==> config.mk <==
export PLATFORM = sky130hd
export DESIGN_NAME = oam_dma_arbiter_flat
export DESIGN_NICKNAME = d
export VERILOG_FILES = /design/src/rtl/oam_dma_arbiter_if.sv /design/src/rtl/oam_dma_arbiter.sv /design/src/flat_wrapper.sv
export SDC_FILE = /design/constraint.sdc
export NUM_CORES = 1
export LEC_CHECK = 0
export BUFFER_PORTS_ARGS = -buffer_cell sky130_fd_sc_hd__buf_2
export CAP_MARGIN = 10
export CORE_MARGIN = 4
export CORE_UTILIZATION = 46
export CTS_CLUSTER_SIZE = 20
export DETAILED_ROUTE_END_ITERATION = 6
export PLACE_DENSITY = 0.88
export SLEW_MARGIN = 20
export SYNTH_ARGS = -nofsm -noshare
export SYNTH_HDL_FRONTEND = slang
export SYNTH_SLANG_ARGS = --single-unit
==> constraint.sdc <==
create_clock -name clk -period 4.7 [get_ports clk]
set_clock_uncertainty 0.05 [all_clocks]
set_input_delay 0.235 -clock clk [delete_from_list [all_inputs] [get_ports clk]]
set_output_delay 0.235 -clock clk [all_outputs]
set_load 0.03 [all_outputs]
==> src/rtl/oam_dma_arbiter_if.sv <==
// CPU-side and memory-side bus bundle for the OAM DMA arbiter.
// The arbiter takes the slave view; the CPU/memory side takes the master view.
`timescale 1ns/1ps

interface oam_dma_arbiter_if;
    logic        cpu_rd;
    logic        cpu_wen;
    logic [15:0] cpu_r_addr;
    logic [15:0] cpu_w_addr;
    logic [7:0]  cpu_w_data;
    logic [7:0]  cpu_r_data;
    logic        cpu_wait;
    logic        mem_wen;
    logic [15:0] mem_r_addr;
    logic [15:0] mem_w_addr;
    logic [7:0]  mem_w_data;
    logic [7:0]  mem_r_data;

    modport slave (
        input  cpu_rd, cpu_wen, cpu_r_addr, cpu_w_addr, cpu_w_data, mem_r_data,
        output cpu_r_data, cpu_wait, mem_wen, mem_r_addr, mem_w_addr, mem_w_data
    );

    modport master (
        output cpu_rd, cpu_wen, cpu_r_addr, cpu_w_addr, cpu_w_data, mem_r_data,
        input  cpu_r_data, cpu_wait, mem_wen, mem_r_addr, mem_w_addr, mem_w_data
    );
endinterface

==> src/rtl/oam_dma_arbiter.sv <==
// Owns the DMA register and sequences OAM DMA, sharing one memory port between
// the DMA engine and CPU accesses (only HRAM stays reachable during a transfer).
`timescale 1ns/1ps

module oam_dma_arbiter #(
    parameter int          CYCLES_PER_BYTE = 4,
    parameter int          OAM_LEN         = 160,
    parameter logic [15:0] DMA_REG_ADDR    = 16'hFF46
) (
    input  logic               clk,
    input  logic               rst,
    oam_dma_arbiter_if.slave   bus,
    output logic               dma_busy,
    output logic               dma_active
);

    localparam int              PHASE_W    = (CYCLES_PER_BYTE > 1) ? $clog2(CYCLES_PER_BYTE) : 1;
    localparam logic [PHASE_W-1:0] PHASE_LAST = PHASE_W'(CYCLES_PER_BYTE - 1);
    localparam logic [7:0]      IDX_LAST   = 8'(OAM_LEN - 1);

    typedef enum logic [1:0] {IDLE, SETUP, XFER} state_t;

    state_t               state, state_n;
    logic [7:0]           dma_reg, dma_reg_n;
    logic [PHASE_W-1:0]   phase, phase_n;
    logic [7:0]           idx, idx_n;

    logic reg_wr, reg_rd, slot, hram_rd, hram_wr, hram_req;

    function automatic logic is_hram(input logic [15:0] addr);
        return (addr >= 16'hFF80) && (addr <= 16'hFFFE);
    endfunction

    assign reg_wr   = bus.cpu_wen && (bus.cpu_w_addr == DMA_REG_ADDR);
    assign reg_rd   = (bus.cpu_r_addr == DMA_REG_ADDR);
    assign slot     = (state == XFER) && (phase == PHASE_LAST);
    assign hram_rd  = is_hram(bus.cpu_r_addr);
    assign hram_wr  = is_hram(bus.cpu_w_addr);
    assign hram_req = (bus.cpu_rd && hram_rd) || (bus.cpu_wen && hram_wr);

    assign dma_busy   = (state != IDLE);
    assign dma_active = (state == XFER);

    // NOTE: state registers use non-blocking assignments so every register
    // samples the same pre-edge values.
    always_ff @(posedge clk or posedge rst) begin
        if (rst) begin
            state   <= IDLE;
            dma_reg <= 8'hFF;
            phase   <= '0;
            idx     <= '0;
        end else begin
            state   <= state_n;
            dma_reg <= dma_reg_n;
            phase   <= phase_n;
            idx     <= idx_n;
        end
    end

    // NOTE: every signal written here gets a default first, so no path through
    // the case can leave one unassigned and infer a latch.
    always_comb begin
        state_n        = state;
        dma_reg_n      = dma_reg;
        phase_n        = phase;
        idx_n          = idx;
        bus.mem_r_addr = bus.cpu_r_addr;
        bus.mem_w_addr = bus.cpu_w_addr;
        bus.mem_w_data = bus.cpu_w_data;
        bus.mem_wen    = bus.cpu_wen && !reg_wr;
        bus.cpu_r_data = reg_rd ? dma_reg : bus.mem_r_data;
        bus.cpu_wait   = 1'b0;

        case (state)
            SETUP: begin
                if (phase == PHASE_LAST) begin
                    phase_n = '0;
                    state_n = XFER;
                end else begin
                    phase_n = phase + PHASE_W'(1);
                end
            end
            XFER: begin
                if (slot) begin
                    // DMA owns the port; the source page is used as-is.
                    bus.mem_r_addr = {dma_reg, idx};
                    bus.mem_w_addr = 16'hFE00 + {8'h00, idx};
                    bus.mem_w_data = bus.mem_r_data;
                    bus.mem_wen    = 1'b1;
                    bus.cpu_wait   = hram_req;
                    bus.cpu_r_data = reg_rd ? dma_reg : 8'hFF;
                    phase_n        = '0;
                    if (idx == IDX_LAST) begin
                        idx_n   = '0;
                        state_n = IDLE;
                    end else begin
                        idx_n = idx + 8'd1;
                    end
                end else begin
                    phase_n = phase + PHASE_W'(1);
                    if (bus.cpu_wen && !hram_wr)
                        bus.mem_wen = 1'b0;
                    if (!reg_rd && !hram_rd)
                        bus.cpu_r_data = 8'hFF;
                end
            end
            default: ;
        endcase

        // A register write restarts from any state; the slot's write above still lands.
        if (reg_wr) begin
            dma_reg_n = bus.cpu_w_data;
            state_n   = SETUP;
            phase_n   = '0;
            idx_n     = '0;
        end
    end

endmodule

==> src/flat_wrapper.sv <==
// flat-port wrapper written by rule: the top's interface ports become plain ports
module oam_dma_arbiter_flat 
#(
    parameter int          CYCLES_PER_BYTE = 4,
    parameter int          OAM_LEN         = 160,
    parameter logic [15:0] DMA_REG_ADDR    = 16'hFF46
)
  (clk, rst, dma_busy, dma_active, bus_cpu_rd, bus_cpu_wen, bus_cpu_r_addr, bus_cpu_w_addr, bus_cpu_w_data, bus_mem_r_data, bus_cpu_r_data, bus_cpu_wait, bus_mem_wen, bus_mem_r_addr, bus_mem_w_addr, bus_mem_w_data);
  oam_dma_arbiter_if bus_i ();
  input  logic clk;
  input  logic rst;
  output logic dma_busy;
  output logic dma_active;
  input wire logic [$bits(bus_i.cpu_rd)-1:0] bus_cpu_rd;
  input wire logic [$bits(bus_i.cpu_wen)-1:0] bus_cpu_wen;
  input wire logic [$bits(bus_i.cpu_r_addr)-1:0] bus_cpu_r_addr;
  input wire logic [$bits(bus_i.cpu_w_addr)-1:0] bus_cpu_w_addr;
  input wire logic [$bits(bus_i.cpu_w_data)-1:0] bus_cpu_w_data;
  input wire logic [$bits(bus_i.mem_r_data)-1:0] bus_mem_r_data;
  output wire logic [$bits(bus_i.cpu_r_data)-1:0] bus_cpu_r_data;
  output wire logic [$bits(bus_i.cpu_wait)-1:0] bus_cpu_wait;
  output wire logic [$bits(bus_i.mem_wen)-1:0] bus_mem_wen;
  output wire logic [$bits(bus_i.mem_r_addr)-1:0] bus_mem_r_addr;
  output wire logic [$bits(bus_i.mem_w_addr)-1:0] bus_mem_w_addr;
  output wire logic [$bits(bus_i.mem_w_data)-1:0] bus_mem_w_data;
  assign bus_i.cpu_rd = bus_cpu_rd;
  assign bus_i.cpu_wen = bus_cpu_wen;
  assign bus_i.cpu_r_addr = bus_cpu_r_addr;
  assign bus_i.cpu_w_addr = bus_cpu_w_addr;
  assign bus_i.cpu_w_data = bus_cpu_w_data;
  assign bus_i.mem_r_data = bus_mem_r_data;
  assign bus_cpu_r_data = bus_i.cpu_r_data;
  assign bus_cpu_wait = bus_i.cpu_wait;
  assign bus_mem_wen = bus_i.mem_wen;
  assign bus_mem_r_addr = bus_i.mem_r_addr;
  assign bus_mem_w_addr = bus_i.mem_w_addr;
  assign bus_mem_w_data = bus_i.mem_w_data;
  oam_dma_arbiter #(.CYCLES_PER_BYTE(CYCLES_PER_BYTE), .OAM_LEN(OAM_LEN), .DMA_REG_ADDR(DMA_REG_ADDR)) u_core (.clk(clk), .rst(rst), .bus(bus_i), .dma_busy(dma_busy), .dma_active(dma_active));
endmodule
---- After elaboration in Yosys (flattened, before gate mapping) ----
Index checks and enable logic that the tools add are counted.
operators by class
  $lt $le $gt $ge ......................... 4
  add/subtract/negate cells ............... 3
  equal/unequal tests ..................... 9
  multiplexer cells ....................... 29
  reduce and logical (&&, ||, !) cells .... 20
operator list
  cell                     number
  $mux W8                  11
  $mux W16                 4
  $eq A16 B16 Y1 const B   2
  $ge A16 B16 Y1 const B   2
  $le A16 B16 Y1 const B   2
  $mux W2                  7
  $add A10 B9 Y11 const A  1
  $logic_and A1 B1 Y1      9
  $ne A3 B1 Y1 const B     3
  $add A8 B1 Y8 const B    1
  $eq A8 B8 Y1 const B     1
  $pmux W2 S2              2
  $reduce_bool A2 Y1       3
  $mux W1                  5
  $eq A2 B2 Y1 const B     2
  $logic_not A1 Y1         4
  $reduce_and A4 Y1        1
  $reduce_bool A3 Y1       1
  $add A2 B1 Y2 const B    1
  $eq A2 B1 Y1 const B     1
  $reduce_and A2 Y1        1
  $logic_or A1 B1 Y1       1
word-level totals
  register bits after elaboration ......... 20
  bits of input ports ..................... 52
  logic and storage cells ................. 69
  output and inout bits ................... 52

---- Logic depth before layout (Yosys ltp) ----
Gate-level depths: netlist of run 1.
  depth after elaboration ................. 7
  depth in mapped cells ................... 7
  gate-level depth less buffers ........... 6

---- Worst setup path after synthesis of run 1 ----
Ideal clock, no wire load.
  path type ............................... input -> output
  from .................................... input bus_cpu_r_addr[3]
  to ...................................... output bus_cpu_r_data[0]
  buffers on the path ..................... 2
  setup slack ............................. 2.317 ns
  arrival time ............................ 2.098 ns
  data required time ...................... 4.415 ns
  cell stages on the path ................. 6
  path through ............................ or4_1 -> or3_1 -> buf_6 -> or2_0 -> buf_6 -> a31oi_1
on the way
  word-level cells in the longest chain between the ends .. 7
  elaborated cells on any way between the ends .. 12
  those cells by class .................... order compare (2); eq/ne (1); mux (5); reduce/logical (4)
ends and longest elaborated chain
  item                                                     line                    text
  from (decl)                                              flat_wrapper.sv:16      input wire logic [$bits(bus_i.cpu_r_addr)-1:0] bus_cpu_r_addr;
  $ge A16 B16 Y1 / $le A16 B16 Y1 (equally long branches)  oam_dma_arbiter.sv:31   return (addr >= 16'hFF80) && (addr <= 16'hFFFE);
  $logic_and A1 B1 Y1                                      oam_dma_arbiter.sv:31
  $logic_not A1 Y1                                         oam_dma_arbiter.sv:103  if (!reg_rd && !hram_rd)
  $logic_and A1 B1 Y1                                      oam_dma_arbiter.sv:103
  $mux W8                                                  oam_dma_arbiter.sv:103
  $mux W8                                                  oam_dma_arbiter.sv:84   if (slot) begin
  $mux W8 (*)                                              oam_dma_arbiter.sv:74   case (state)
  to (decl)                                                flat_wrapper.sv:20      output wire logic [$bits(bus_i.cpu_r_data)-1:0] bus_cpu_r_data;
Mark *: on every way between the ends. The rest lies on a longest branch, timed or not.

---- Worst setup path after layout of run 1 ----
  from .................................... register u_core.state[0]
  to ...................................... output bus_mem_w_data[1]
on the way
  word-level cells in the longest chain between the ends .. 4
ends and longest elaborated chain
  item                    line                                          text
  from (decl)             oam_dma_arbiter.sv:23                         state_t state, state_n;
  from (signal assigned)  oam_dma_arbiter.sv:53                         state <= state_n;
  $eq A2 B2 Y1 (*)        oam_dma_arbiter.sv:36, oam_dma_arbiter.sv:74
  $logic_and A1 B1 Y1     oam_dma_arbiter.sv:36                         assign slot = (state == XFER) && (phase == PHASE_LAST);
  $mux W8                 oam_dma_arbiter.sv:84
  $mux W8 (*)             oam_dma_arbiter.sv:74
  to (decl)               flat_wrapper.sv:25                            output wire logic [$bits(bus_i.mem_w_data)-1:0] bus_mem_w_data;
Marked as above.

==> results of run 1 <==
==> power by group through the flow <==
stage               clock network (uW)  registers (uW)  logic [uW]
floorplan                            0             263         788
global placement                     0             274        1050
CTS                                102             275        1070
detailed placement                   0             278        1070
finish                             101             277        1070
global route                       110             286        1170
==> path summary, 6_finish.rpt <==
path / end / cells after the start
min reg2reg: u_core.phase[1]$_DFFE_PP0P_ / 2
min in group clk: u_core.dma_reg[7]$_DFFE_PP1N_ / 2
max in group asynchronous: u_core.state[1]$_DFFE_PP0P_ / 2
max: bus_mem_w_data[1] / 7
min: u_core.idx[6]$_DFFE_PP0P_ / 2
max reg2reg: u_core.idx[5]$_DFFE_PP0P_ / 6
==> critical path, delay by kind of cell, from the launching register on <==
family          cells  cell delay (ns)
simple gates        2             0.63
compound gates      1             0.07
flops               1             0.37
buf+inv             3             0.69
fa+ha+maj           1             0.28
==> synthesized netlist by cell type (2+ instances only) <==
library cell,n,area (um^2)
sky130_fd_sc_hd__and2_1,2,12.5
sky130_fd_sc_hd__a21oi_1,9,45.0
sky130_fd_sc_hd__dfstp_2,8,210
sky130_fd_sc_hd__nor3_1,12,60.1
sky130_fd_sc_hd__or3_1,4,25.0
sky130_fd_sc_hd__ha_1,5,62.6
sky130_fd_sc_hd__nor2_1,11,41.3
sky130_fd_sc_hd__o21ai_0,12,60.1
sky130_fd_sc_hd__nand2b_1,8,50.1
sky130_fd_sc_hd__a31oi_1,9,56.3
sky130_fd_sc_hd__nand2_1,78,293
sky130_fd_sc_hd__buf_6,2,22.5
sky130_fd_sc_hd__or4_1,2,15.0
sky130_fd_sc_hd__dfrtp_1,12,300
sky130_fd_sc_hd__clkbuf_1,8,30.0
sky130_fd_sc_hd__nand3_1,6,30.0
sky130_fd_sc_hd__mux2_2,8,90.1
sky130_fd_sc_hd__nand4_1,9,56.3
sky130_fd_sc_hd__or2_2,2,12.5
sky130_fd_sc_hd__a31o_2,2,17.5
sky130_fd_sc_hd__and3_1,2,12.5
sky130_fd_sc_hd__xor2_1,2,17.5
sky130_fd_sc_hd__inv_1,15,56.3
==> kinds of logic after synthesis <==
kind of cell | count (synthesis) | synth area share, %
flops | 20 | 31.0
buf+inv | 27 | 7.14
simple gates | 140 | 39.0
mux | 9 | 6.08
compound gates | 33 | 11.4
fa+ha+maj | 5 | 3.80
xor+xnor | 3 | 1.60
==> through the flow <==
| step | instance area, um^2 | std cells |
|---|---|---|
| global route | 2210 | 380 |
| global placement | 2170 | 376 |
| floorplan | 1650 | 237 |
| detailed placement | 2170 | 376 |
| CTS | 2210 | 380 |
| finish | 2210 | 380 |
==> metal layers <==
metal	global-route usage [%]	share of wire (%)	routed length, um
met5	0	0	0
met4	7.20	1.7	93
met3	3.28	10	552
met2	39.9	48	2550
met1	28.7	40	2140
==> final cells by class <==
cell class | count | share of cell area, %
clock buffer | 4 | 1.64
inverter | 15 | 2.55
multi-input combinational | 190 | 46.1
sequential | 20 | 23.1
tap | 46 | 2.60
timing repair buffer | 105 | 24.0
==> report_table.html, run 1 <==
<table>
<tr><th>Metric</th><th>Value</th></tr>
<tr><th colspan="2">Worst setup path</th></tr>
<tr><td>Endpoint type of the worst setup path</td><td>output port</td></tr>
<tr><td>Max stage delay cell, worst path</td><td>sky130_fd_sc_hd__nand2_1</td></tr>
<tr><td>Ordered list of cells on the worst path</td><td>inv_1 &gt; ha_1 &gt; nand2_1 &gt; buf_4 &gt; nand2_1 &gt; o21ai_0 &gt; buf_2</td></tr>
<tr><td>Largest fanout on the critical path</td><td>29</td></tr>
<tr><td>Longest individual stage delay on the worst path</td><td>0.55 ns</td></tr>
<tr><td>Launch point of the worst path</td><td>u_core.state[0]$_DFFE_PP0P_</td></tr>
<tr><td>Worst Path Arrival</td><td>2.34 ns</td></tr>
<tr><td>Startpoint of the worst register-to-register path</td><td>u_core.state[0]$_DFFE_PP0P_</td></tr>
<tr><td>Data required time at the worst endpoint</td><td>4.41 ns</td></tr>
<tr><td>Element type at the critical path start</td><td>flip-flop</td></tr>
<tr><td>R2R Setup Slk</td><td>2.39 ns</td></tr>
<tr><td>Cell mode on critical path</td><td>sky130_fd_sc_hd__nand2_1</td></tr>
<tr><td>Critical path class</td><td>reg -&gt; out</td></tr>
<tr><th colspan="2">Logic synthesis</th></tr>
<tr><td>Post-synthesis net count</td><td>294</td></tr>
<tr><td>Unique masters post-synth</td><td>32</td></tr>
<tr><td>Average instance area after synthesis</td><td>6.95 um^2</td></tr>
<tr><td>Ys async rst share</td><td>100%</td></tr>
<tr><td>#FFs+latches synth</td><td>20</td></tr>
<tr><td>Number of enable flip-flop cells after synthesis</td><td>0</td></tr>
<tr><td>Predominant post-synthesis flop cell</td><td>sky130_fd_sc_hd__dfrtp_1</td></tr>
<tr><td>Synth warn</td><td>0</td></tr>
<tr><td>Cell count after synthesis</td><td>237</td></tr>
<tr><td>Mapped cell area</td><td>1650 um^2</td></tr>
<tr><td>Share of the yosys chip area belonging to registers</td><td>31.0%</td></tr>
<tr><th colspan="2">STA</th></tr>
<tr><td>Final-layout setup total negative slack</td><td>0 ns</td></tr>
<tr><td>Max-slew violation total from the final report</td><td>0</td></tr>
<tr><td>Final hold violations</td><td>4</td></tr>
<tr><td>Worst hold margin</td><td>-0.00270 ns</td></tr>
<tr><td>Transition time of the tightest slew-check pin</td><td>0.763 ns</td></tr>
<tr><td>Normalized max-slew margin</td><td>49.1%</td></tr>
<tr><td>Final Setup Violations</td><td>0</td></tr>
<tr><td>Smallest setup slack after layout</td><td>2.07 ns</td></tr>
<tr><td>Final worst path period need</td><td>2.63 ns</td></tr>
<tr><td>Unrepaired setup endpoints after global routing</td><td>no</td></tr>
<tr><td>Final critical-path share of the clock period</td><td>55.9%</td></tr>
<tr><td>Highest clock frequency the design can meet</td><td>381 MHz</td></tr>
<tr><th colspan="2">Clock tree</th></tr>
<tr><td>Setup repair bufs after CTS</td><td>0</td></tr>
<tr><td>Hold bufs inserted after CTS</td><td>0</td></tr>
<tr><td>H-Tree Depth</td><td>1</td></tr>
<tr><td>Buffer cell driving the clock tree root</td><td>sky130_fd_sc_hd__clkbuf_4</td></tr>
<tr><td>Resized Gates After CTS</td><td>0</td></tr>
<tr><td>Latest clock arrival within the worst-skew pair</td><td>0.30 ns</td></tr>
<tr><td>Clock transition at the registers of the reported paths</td><td>0.12 ns</td></tr>
<tr><td>CTS tree</td><td>built</td></tr>
<tr><td>Bufs on Longest Clock Path</td><td>2</td></tr>
<tr><td>Number of buffers inserted during clock tree synthesis</td><td>3</td></tr>
<tr><td>Sink count of the clock tree</td><td>20</td></tr>
<tr><th colspan="2">Finish</th></tr>
<tr><td>FF/Latch Area</td><td>510 um^2</td></tr>
<tr><td>Final Core Density</td><td>65.2%</td></tr>
<tr><td>Fin nets</td><td>392</td></tr>
<tr><td>Most frequent cells in the layout</td><td>sky130_fd_sc_hd__buf_2 (103), sky130_fd_sc_hd__nand2_1 (78), sky130_fd_sc_hd__inv_1 (15)</td></tr>
<tr><td>Fraction of final layout cells with drive strength greater than 1</td><td>38.9%</td></tr>
<tr><td>Area of the multi-input gates</td><td>1020 um^2</td></tr>
<tr><td>Fillers</td><td>319</td></tr>
<tr><td>Layout overhead on the synthesized area</td><td>34.2%</td></tr>
<tr><td>Most common library cell in the layout ignoring fill and taps</td><td>sky130_fd_sc_hd__buf_2</td></tr>
<tr><td>Number of antenna repair diodes</td><td>0</td></tr>
<tr><th colspan="2">Worst hold path</th></tr>
<tr><td>Class of the tightest hold or removal check</td><td>in -&gt; async</td></tr>
<tr><th colspan="2">GRT</th></tr>
<tr><td>GRT Util Overall</td><td>22.8%</td></tr>
<tr><td>Initial antenna violation count</td><td>0</td></tr>
<tr><td>GR Overflow Total</td><td>0</td></tr>
<tr><td>Number of global-route vias before repair</td><td>1900</td></tr>
<tr><td>Global-route wire length before repair</td><td>8.20 mm</td></tr>
<tr><td>Pin count of the biggest net entering global routing</td><td>30</td></tr>
<tr><th colspan="2">Route</th></tr>
<tr><td>Residual DRC count</td><td>0</td></tr>
<tr><td>ANT nets after route</td><td>0</td></tr>
<tr><td>DRT Pass-1 Iters</td><td>4</td></tr>
<tr><td>Total wire length after detailed routing</td><td>5.34 mm</td></tr>
<tr><td>Detailed Route Iter0 Violations</td><td>164</td></tr>
<tr><td>DR WL/cell</td><td>14.1 um</td></tr>
<tr><td>Detailed-route vias per instance</td><td>5.38</td></tr>
<tr><td>Via count of the routed design</td><td>2046</td></tr>
<tr><th colspan="2">Floorplanning</th></tr>
<tr><td>Total Die Area</td><td>4600 um^2</td></tr>
<tr><td>Row count</td><td>21</td></tr>
<tr><td>Die width</td><td>67.8 um</td></tr>
<tr><td>Initial core utilization</td><td>48.6%</td></tr>
<tr><td>Number of top-level pins</td><td>104</td></tr>
<tr><td>Die height</td><td>67.8 um</td></tr>
<tr><td>Placeable Area</td><td>3390 um^2</td></tr>
<tr><th colspan="2">Placement</th></tr>
<tr><td>Detailed placer's ending HPWL</td><td>4.27 mm</td></tr>
<tr><td>Final weighted congestion in routability-driven placement</td><td>0.814</td></tr>
<tr><td>Pre-CTS setup slack</td><td>2.15 ns</td></tr>
<tr><td>Count of buffers from port buffering</td><td>103</td></tr>
<tr><th colspan="2">Pwr</th></tr>
<tr><td>Proportion of total power due to net switching</td><td>59.8%</td></tr>
<tr><td>Register share of total power</td><td>19.1%</td></tr>
<tr><td>Pwr Total</td><td>1450 uW</td></tr>
<tr><td>IR drop worst, VDD</td><td>0.000399 V</td></tr>
<tr><td>Net switching power</td><td>865 uW</td></tr>
<tr><td>Clk pwr share</td><td>7.0%</td></tr>
<tr><td>Leakage power of the design</td><td>0.00119 uW</td></tr>
<tr><td>Power Dens Cells</td><td>655 nW/um^2</td></tr>
<tr><td>Combinational power share</td><td>73.9%</td></tr>
<tr><td>Internal power of the cells</td><td>582 uW</td></tr>
<tr><th colspan="2">Job</th></tr>
<tr><td>Maximum Capacitance Violations</td><td>0</td></tr>
<tr><th colspan="2">Outcome</th></tr>
<tr><td>Violations in the final reports</td><td>negative hold slack</td></tr>
<tr><td>Result of the run</td><td>complete, but fails checks</td></tr>
</table>
(Power assumes the default switching activity.)
==> run 2: changes to the inputs <==
--- a/config.mk
+++ b/config.mk
@@ -8,10 +8,10 @@
 export BUFFER_PORTS_ARGS = -buffer_cell sky130_fd_sc_hd__buf_2
 export CAP_MARGIN = 10
 export CORE_MARGIN = 4
-export CORE_UTILIZATION = 46
+export CORE_UTILIZATION = 39
 export CTS_CLUSTER_SIZE = 20
 export DETAILED_ROUTE_END_ITERATION = 6
-export PLACE_DENSITY = 0.88
+export PLACE_DENSITY = 0.79
 export SLEW_MARGIN = 20
 export SYNTH_ARGS = -nofsm -noshare
 export SYNTH_HDL_FRONTEND = slang
==> constraint.sdc (replaced) <==
create_clock -name clk -period 2.3 [get_ports clk]
set_clock_uncertainty 0.05 [all_clocks]
set_input_delay 0.115 -clock clk [delete_from_list [all_inputs] [get_ports clk]]
set_output_delay 0.115 -clock clk [all_outputs]
set_load 0.03 [all_outputs]
==> report_table.html, run 2 (synthesized netlist as in run 1, its figures left out) <==
<table>
<tr><th>Metric</th><th>Value</th></tr>
<tr><th colspan="2">GRT</th></tr>
<tr><td>Number of global-route vias before repair</td><td>1874 (-1.4%)</td></tr>
<tr><td>GRT Util Overall</td><td>20.2% (-2.5 points)</td></tr>
<tr><td>GR Overflow Total</td><td>0 (unchanged)</td></tr>
<tr><td>Global-route wire length before repair</td><td>8.60 mm (+4.9%)</td></tr>
<tr><td>Initial antenna violation count</td><td>0 (unchanged)</td></tr>
<tr><td>Pin count of the biggest net entering global routing</td><td>35 (+17%)</td></tr>
<tr><th colspan="2">Floorplanning</th></tr>
<tr><td>Die width</td><td>73.0 um (+7.6%)</td></tr>
<tr><td>Initial core utilization</td><td>40.9% (-7.7 points)</td></tr>
<tr><td>Placeable Area</td><td>4030 um^2 (+19%)</td></tr>
<tr><td>Row count</td><td>23 (+9.5%)</td></tr>
<tr><td>Die height</td><td>73.0 um (+7.6%)</td></tr>
<tr><td>Total Die Area</td><td>5330 um^2 (+16%)</td></tr>
<tr><td>Number of top-level pins</td><td>104 (unchanged)</td></tr>
<tr><th colspan="2">Clock tree</th></tr>
<tr><td>H-Tree Depth</td><td>1 (unchanged)</td></tr>
<tr><td>Latest clock arrival within the worst-skew pair</td><td>0.26 ns (-0.04 ns)</td></tr>
<tr><td>Number of buffers inserted during clock tree synthesis</td><td>3 (unchanged)</td></tr>
<tr><td>Buffer cell driving the clock tree root</td><td>sky130_fd_sc_hd__clkbuf_8</td></tr>
<tr><td>Sink count of the clock tree</td><td>20 (unchanged)</td></tr>
<tr><td>Bufs on Longest Clock Path</td><td>2 (unchanged)</td></tr>
<tr><td>CTS tree</td><td>built</td></tr>
<tr><td>Setup repair bufs after CTS</td><td>0 (unchanged)</td></tr>
<tr><td>Clock transition at the registers of the reported paths</td><td>0.08 ns (-0.04 ns)</td></tr>
<tr><th colspan="2">Finish</th></tr>
<tr><td>Fin nets</td><td>398 (+1.5%)</td></tr>
<tr><td>Number of antenna repair diodes</td><td>0 (unchanged)</td></tr>
<tr><td>Most common library cell in the layout ignoring fill and taps</td><td>sky130_fd_sc_hd__buf_2</td></tr>
<tr><td>Layout overhead on the synthesized area</td><td>37.9%</td></tr>
<tr><td>Fraction of final layout cells with drive strength greater than 1</td><td>39.4% (+0.49 points)</td></tr>
<tr><td>Final Core Density</td><td>56.4% (-8.8 points)</td></tr>
<tr><td>Most frequent cells in the layout</td><td>sky130_fd_sc_hd__buf_2 (103), sky130_fd_sc_hd__nand2_1 (78), sky130_fd_sc_hd__inv_1 (15)</td></tr>
<tr><td>Fillers</td><td>395 (+24%)</td></tr>
<tr><th colspan="2">Route</th></tr>
<tr><td>Detailed Route Iter0 Violations</td><td>122 (-26%)</td></tr>
<tr><td>DRT Pass-1 Iters</td><td>4 (unchanged)</td></tr>
<tr><td>ANT nets after route</td><td>0 (unchanged)</td></tr>
<tr><td>Detailed-route vias per instance</td><td>5.19 (-3.6%)</td></tr>
<tr><td>Via count of the routed design</td><td>2024 (-1.1%)</td></tr>
<tr><td>Residual DRC count</td><td>0 (unchanged)</td></tr>
<tr><td>DR WL/cell</td><td>13.6 um (-3.4%)</td></tr>
<tr><td>Total wire length after detailed routing</td><td>5.30 mm (-0.82%)</td></tr>
<tr><th colspan="2">STA</th></tr>
<tr><td>Highest clock frequency the design can meet</td><td>473 MHz</td></tr>
<tr><td>Final-layout setup total negative slack</td><td>0 ns (unchanged)</td></tr>
<tr><td>Final worst path period need</td><td>2.11 ns</td></tr>
<tr><td>Max-slew violation total from the final report</td><td>0 (unchanged)</td></tr>
<tr><td>Unrepaired setup endpoints after global routing</td><td>no</td></tr>
<tr><td>Final critical-path share of the clock period</td><td>91.9%</td></tr>
<tr><td>Transition time of the tightest slew-check pin</td><td>0.751 ns (-0.0118 ns)</td></tr>
<tr><td>Final hold violations</td><td>0 (-4)</td></tr>
<tr><td>Final Setup Violations</td><td>0 (unchanged)</td></tr>
<tr><td>Normalized max-slew margin</td><td>49.8% (+0.73 points)</td></tr>
<tr><th colspan="2">Worst setup path</th></tr>
<tr><td>Critical path buffer and inverter count</td><td>2 (-1)</td></tr>
<tr><td>R2r worst-path depth</td><td>5 (-1)</td></tr>
<tr><td>Max stage delay cell, worst path</td><td>sky130_fd_sc_hd__or4_1</td></tr>
<tr><td>Element type at the critical path start</td><td>input pin</td></tr>
<tr><td>Critical path class</td><td>in -&gt; out</td></tr>
<tr><td>Endpoint type of the worst setup path</td><td>output port</td></tr>
<tr><td>Cell mode on critical path</td><td>sky130_fd_sc_hd__buf_2</td></tr>
<tr><td>Longest individual stage delay on the worst path</td><td>0.50 ns (-0.05 ns)</td></tr>
<tr><td>Ordered list of cells on the worst path</td><td>buf_2 &gt; or4_1 &gt; or3_1 &gt; or2_0 &gt; a31oi_1 &gt; buf_2</td></tr>
<tr><td>Worst Path Arrival</td><td>1.95 ns (-0.39 ns)</td></tr>
<tr><td>Largest fanout on the critical path</td><td>8 (-72%)</td></tr>
<tr><td>CP Depth</td><td>6 (-1)</td></tr>
<tr><td>Data required time at the worst endpoint</td><td>2.13 ns (-2.28 ns)</td></tr>
<tr><td>Category of cells accounting for the largest share of critical-path delay</td><td>simple AND/OR/NAND/NOR gates</td></tr>
<tr><th colspan="2">Worst hold path</th></tr>
<tr><td>Class of the tightest hold or removal check</td><td>in -&gt; reg</td></tr>
<tr><td>Worst Hold Path Cells</td><td>2</td></tr>
<tr><th colspan="2">Placement</th></tr>
<tr><td>Final weighted congestion in routability-driven placement</td><td>0.931 (+14%)</td></tr>
<tr><td>Count of buffers from port buffering</td><td>103 (unchanged)</td></tr>
<tr><td>Detailed placer's ending HPWL</td><td>4.24 mm (-0.64%)</td></tr>
<tr><th colspan="2">Pwr</th></tr>
<tr><td>Power Dens Cells</td><td>1330 nW/um^2 (+100%)</td></tr>
<tr><td>IR drop worst, VDD</td><td>0.000703 V (+76%)</td></tr>
<tr><td>Leakage power of the design</td><td>0.00122 uW (+2.5%)</td></tr>
<tr><th colspan="2">Job</th></tr>
<tr><td>Maximum Capacitance Violations</td><td>0 (unchanged)</td></tr>
<tr><th colspan="2">Outcome</th></tr>
<tr><td>Result of the run</td><td>finished clean</td></tr>
</table>
-- run 2: worst paths after layout --
kind                                             startpoint                       endpoint  slack, ns
worst max-delay path                      bus_cpu_r_addr[3]              bus_cpu_r_data[2]       0.19
worst min-delay path                      bus_cpu_w_data[3]  u_core.dma_reg[3]$_DFFE_PP1N_       0.06
worst max register to register    u_core.idx[0]$_DFFE_PP0P_    u_core.state[1]$_DFFE_PP0P_       0.29
worst min register to register  u_core.phase[1]$_DFFE_PP0P_    u_core.phase[1]$_DFFE_PP0P_       0.50
max in group asynchronous                               rst    u_core.state[0]$_DFFE_PP0P_       1.23
min in group asynchronous                               rst      u_core.idx[1]$_DFFE_PP0P_       0.49
-- run 2: stage by stage --
stage               area (um^2)  setup WS, ns  hold slack [ns]  power, uW  instances
floorplan                  1650         0.117           0.0229       2150        237
global placement           2220         0.223            0.229       2770        385
detailed placement         2220         0.186            0.231       2800        385
CTS                        2270         0.200           0.0558       3040        390
global route               2270        0.0305           0.0531       3280        390
finish                     2270         0.187           0.0581       3020        390
-- run 2: cell type report --
| class | count | area [um^2] | share of cell area [%] |
|---|---|---|---|
| tap | 50 | 62.6 | 2.75 |
| multi-input combinational | 190 | 1020 | 44.8 |
| clock buffer | 4 | 45.0 | 1.98 |
| timing repair buffer | 111 | 578 | 25.5 |
| sequential | 20 | 510 | 22.5 |
| inverter | 15 | 56.3 | 2.48 |
-- run 2: timing repair --
item,CTS,global route
gates resized for setup,0,0
hold endpoints to repair,12,0
hold buffers,1,0
-- run 2: power by group --
group / total [uW] / leakage [uW] / switching [uW] / internal [uW]
clock network: 233 / 0.0000228 / 110 / 123
logic: 2220 / 0.000979 / 1550 / 677
registers: 567 / 0.000217 / 114 / 453
total: 3020 / 0.00122 / 1770 / 1250
-- run 2: metal layers --
| metal | wire, um | up-vias | track usage, % |
|---|---|---|---|
| li1 | - | 1006 | - |
| met1 | 2190 | 916 | 25.8 |
| met2 | 2500 | 94 | 34.9 |
| met3 | 523 | 8 | 3.72 |
| met4 | 83 | 0 | 5.74 |
| met5 | 0 | - | 0 |
==> run 3: changes to the inputs <==
--- a/config.mk
+++ b/config.mk
@@ -11,6 +11,7 @@
 export CORE_UTILIZATION = 39
 export CTS_CLUSTER_SIZE = 20
 export DETAILED_ROUTE_END_ITERATION = 6
+export MAX_ROUTING_LAYER = met4
 export PLACE_DENSITY = 0.79
 export SLEW_MARGIN = 20
 export SYNTH_ARGS = -nofsm -noshare
==> report_table.html, run 3 (synthesized netlist as in run 1, its figures left out) <==
<table>
<tr><th>Metric</th><th>Value</th></tr>
<tr><th colspan="2">Worst setup path</th></tr>
<tr><td>Max stage delay cell, worst path</td><td>sky130_fd_sc_hd__or4_1</td></tr>
<tr><td>Largest fanout on the critical path</td><td>8 (unchanged)</td></tr>
<tr><td>Cell mode on critical path</td><td>sky130_fd_sc_hd__buf_2</td></tr>
<tr><td>Critical path class</td><td>in -&gt; out</td></tr>
<tr><td>Critical path buffer and inverter count</td><td>2 (unchanged)</td></tr>
<tr><td>Worst Path Arrival</td><td>1.94 ns (about the same)</td></tr>
<tr><td>R2R Setup Slk</td><td>0.30 ns (about the same)</td></tr>
<tr><td>Endpoint type of the worst setup path</td><td>output port</td></tr>
<tr><td>R2r worst-path depth</td><td>5 (unchanged)</td></tr>
<tr><td>Longest individual stage delay on the worst path</td><td>0.50 ns (about the same)</td></tr>
<tr><td>Data required time at the worst endpoint</td><td>2.13 ns (about the same)</td></tr>
<tr><td>Startpoint of the worst register-to-register path</td><td>u_core.idx[0]$_DFFE_PP0P_</td></tr>
<tr><td>Element type at the critical path start</td><td>input pin</td></tr>
<tr><td>Endpoint of the worst register-to-register path</td><td>u_core.state[1]$_DFFE_PP0P_</td></tr>
<tr><td>Category of cells accounting for the largest share of critical-path delay</td><td>simple AND/OR/NAND/NOR gates</td></tr>
<tr><td>Ordered list of cells on the worst path</td><td>buf_2 &gt; or4_1 &gt; or3_1 &gt; or2_0 &gt; a31oi_1 &gt; buf_2</td></tr>
<tr><th colspan="2">Finish</th></tr>
<tr><td>Count of placed standard cells in the final layout, fillers left out</td><td>390 (unchanged)</td></tr>
<tr><td>Number of antenna repair diodes</td><td>0 (unchanged)</td></tr>
<tr><td>Fraction of final layout cells with drive strength greater than 1</td><td>39.4% (unchanged)</td></tr>
<tr><td>Layout overhead on the synthesized area</td><td>37.9% (unchanged)</td></tr>
<tr><td>Fin nets</td><td>398 (unchanged)</td></tr>
<tr><td>Most common library cell in the layout ignoring fill and taps</td><td>sky130_fd_sc_hd__buf_2</td></tr>
<tr><td>Most frequent cells in the layout</td><td>sky130_fd_sc_hd__buf_2 (103), sky130_fd_sc_hd__nand2_1 (78), sky130_fd_sc_hd__inv_1 (15)</td></tr>
<tr><th colspan="2">Floorplanning</th></tr>
<tr><td>Number of top-level pins</td><td>104 (unchanged)</td></tr>
<tr><td>Initial core utilization</td><td>40.9% (unchanged)</td></tr>
<tr><td>Die height</td><td>73.0 um (unchanged)</td></tr>
<tr><td>Row count</td><td>23 (unchanged)</td></tr>
<tr><td>Total Die Area</td><td>5330 um^2 (unchanged)</td></tr>
<tr><td>Placeable Area</td><td>4030 um^2 (unchanged)</td></tr>
<tr><td>Die width</td><td>73.0 um (unchanged)</td></tr>
<tr><th colspan="2">Job</th></tr>
<tr><td>Maximum Capacitance Violations</td><td>0 (unchanged)</td></tr>
<tr><th colspan="2">STA</th></tr>
<tr><td>Transition time of the tightest slew-check pin</td><td>0.749 ns (-0.00277 ns)</td></tr>
<tr><td>Final hold violations</td><td>0 (unchanged)</td></tr>
<tr><td>Unrepaired setup endpoints after global routing</td><td>no</td></tr>
<tr><td>Normalized max-slew margin</td><td>50.0% (+0.19 points)</td></tr>
<tr><td>Final-layout setup total negative slack</td><td>0 ns (unchanged)</td></tr>
<tr><td>Final critical-path share of the clock period</td><td>91.3% (-0.56 points)</td></tr>
<tr><td>Highest clock frequency the design can meet</td><td>476 MHz (+0.61%)</td></tr>
<tr><td>Max-slew violation total from the final report</td><td>0 (unchanged)</td></tr>
<tr><td>Final worst path period need</td><td>2.10 ns (-0.0128 ns)</td></tr>
<tr><td>Final Setup Violations</td><td>0 (unchanged)</td></tr>
<tr><th colspan="2">Route</th></tr>
<tr><td>Via count of the routed design</td><td>2024 (unchanged)</td></tr>
<tr><td>Residual DRC count</td><td>0 (unchanged)</td></tr>
<tr><td>DRT Pass-1 Iters</td><td>4 (unchanged)</td></tr>
<tr><td>Total wire length after detailed routing</td><td>5.30 mm (about the same)</td></tr>
<tr><td>Detailed Route Iter0 Violations</td><td>137 (+12%)</td></tr>
<tr><td>DR WL/cell</td><td>13.6 um (about the same)</td></tr>
<tr><td>ANT nets after route</td><td>0 (unchanged)</td></tr>
<tr><td>Detailed-route vias per instance</td><td>5.19 (unchanged)</td></tr>
<tr><th colspan="2">Placement</th></tr>
<tr><td>Detailed placer's ending HPWL</td><td>4.24 mm (unchanged)</td></tr>
<tr><td>DP Cell Count</td><td>385 (unchanged)</td></tr>
<tr><td>Count of buffers from port buffering</td><td>103 (unchanged)</td></tr>
<tr><td>Final weighted congestion in routability-driven placement</td><td>0.947 (+1.8%)</td></tr>
<tr><th colspan="2">GRT</th></tr>
<tr><td>Number of global-route vias before repair</td><td>1879 (+0.27%)</td></tr>
<tr><td>GR Overflow Total</td><td>0 (unchanged)</td></tr>
<tr><td>Pin count of the biggest net entering global routing</td><td>35 (unchanged)</td></tr>
<tr><td>Initial antenna violation count</td><td>0 (unchanged)</td></tr>
<tr><td>Global-route wire length before repair</td><td>8.61 mm (about the same)</td></tr>
<tr><td>GRT Util Overall</td><td>20.8% (+0.59 points)</td></tr>
<tr><th colspan="2">Pwr</th></tr>
<tr><td>Pwr Total</td><td>3030 uW (+0.11%)</td></tr>
<tr><td>Power Dens Cells</td><td>1330 nW/um^2 (+0.11%)</td></tr>
<tr><td>Leakage power of the design</td><td>0.00122 uW (unchanged)</td></tr>
<tr><td>IR drop worst, VDD</td><td>0.000704 V (+0.15%)</td></tr>
<tr><th colspan="2">Clock tree</th></tr>
<tr><td>H-Tree Depth</td><td>1 (unchanged)</td></tr>
<tr><td>CTS tree</td><td>built</td></tr>
<tr><td>Buffer cell driving the clock tree root</td><td>sky130_fd_sc_hd__clkbuf_8</td></tr>
<tr><td>Latest clock arrival within the worst-skew pair</td><td>0.26 ns (about the same)</td></tr>
<tr><td>Bufs on Longest Clock Path</td><td>2 (unchanged)</td></tr>
<tr><td>Number of buffers inserted during clock tree synthesis</td><td>3 (unchanged)</td></tr>
<tr><td>Sink count of the clock tree</td><td>20 (unchanged)</td></tr>
<tr><td>Resized Gates After CTS</td><td>0 (unchanged)</td></tr>
<tr><td>Clock transition at the registers of the reported paths</td><td>0.08 ns (about the same)</td></tr>
<tr><th colspan="2">Worst hold path</th></tr>
<tr><td>Class of the tightest hold or removal check</td><td>in -&gt; reg</td></tr>
<tr><td>End of the worst hold path</td><td>u_core.dma_reg[3]$_DFFE_PP1N_</td></tr>
<tr><td>Worst Hold Path Cells</td><td>2 (unchanged)</td></tr>
<tr><td>Hold Path Origin</td><td>bus_cpu_w_data[3]</td></tr>
<tr><th colspan="2">Outcome</th></tr>
<tr><td>Result of the run</td><td>finished clean</td></tr>
</table>
[run 3: cell counts in the layout (fill, tap and decap cells not counted)]
No cell type changed its count.
[run 3: repair_timing]
item,in CTS,in global routing
buffers inserted,0,0
hold buffers,1,0
endpoints found under the hold margin,12,0
[run 3: final cells by class]
| cell class | instances | area, um^2 |
|---|---|---|
| Inverter | 15 | 56.3 |
| Tap cell | 50 | 62.6 |
| Fill cell | 395 | 1760 |
| Clock buffer | 4 | 45.0 |
| Sequential cell | 20 | 510 |
| Multi-Input combinational cell | 190 | 1020 |
| Timing Repair Buffer | 111 | 578 |
[run 3: worst max path at each step]
stage | from | end | slack (ns) | cells after the start
after floorplan | u_core.state[0]$_DFFE_PP0P_ | bus_mem_w_data[0] | 0.12 | 5
after detailed placement | bus_cpu_r_addr[3] | bus_cpu_r_data[2] | 0.19 | 6
final | bus_cpu_r_addr[3] | bus_cpu_r_data[0] | 0.20 | 6
after global placement | bus_cpu_r_addr[3] | bus_cpu_r_data[3] | 0.22 | 6
after global routing | u_core.phase[0]$_DFFE_PP0P_ | bus_mem_r_addr[15] | 0.03 | 6
after CTS | bus_cpu_r_addr[3] | bus_cpu_r_data[2] | 0.20 | 6
[run 3: worst register-to-register path: cells and delay by family, from the launching register on]
kind / cells / cell delay [ns]
compound gates: 2 / 0.30
fa+ha+maj: 1 / 0.23
flops: 1 / 0.43
simple gates: 2 / 0.88
[run 3: report_power, final]
part | internal [uW] | switching [uW]
sequential | 453 | 114
clock | 123 | 110
combinational | 677 | 1550
[run 3: metrics by stage]
stage                     setup slack (ns)  area (um^2)  utilization (%)  hold WS [ns]
final                                0.200         2270             56.4        0.0587
after global routing                0.0305         2270             56.4        0.0531
after CTS                            0.200         2270             56.4        0.0558
after detailed placement             0.186         2220             55.0         0.231
after global placement               0.223         2220             55.0         0.229
after floorplan                      0.117         1650                -        0.0229
[run 3: metal layers]
layer	vias to the layer above	wire, um	track usage (%)
li1	1006	-	-
met1	916	2180	25.5
met2	94	2520	35.2
met3	8	526	3.72
met4	0	71	5.74
met5	-	0	-
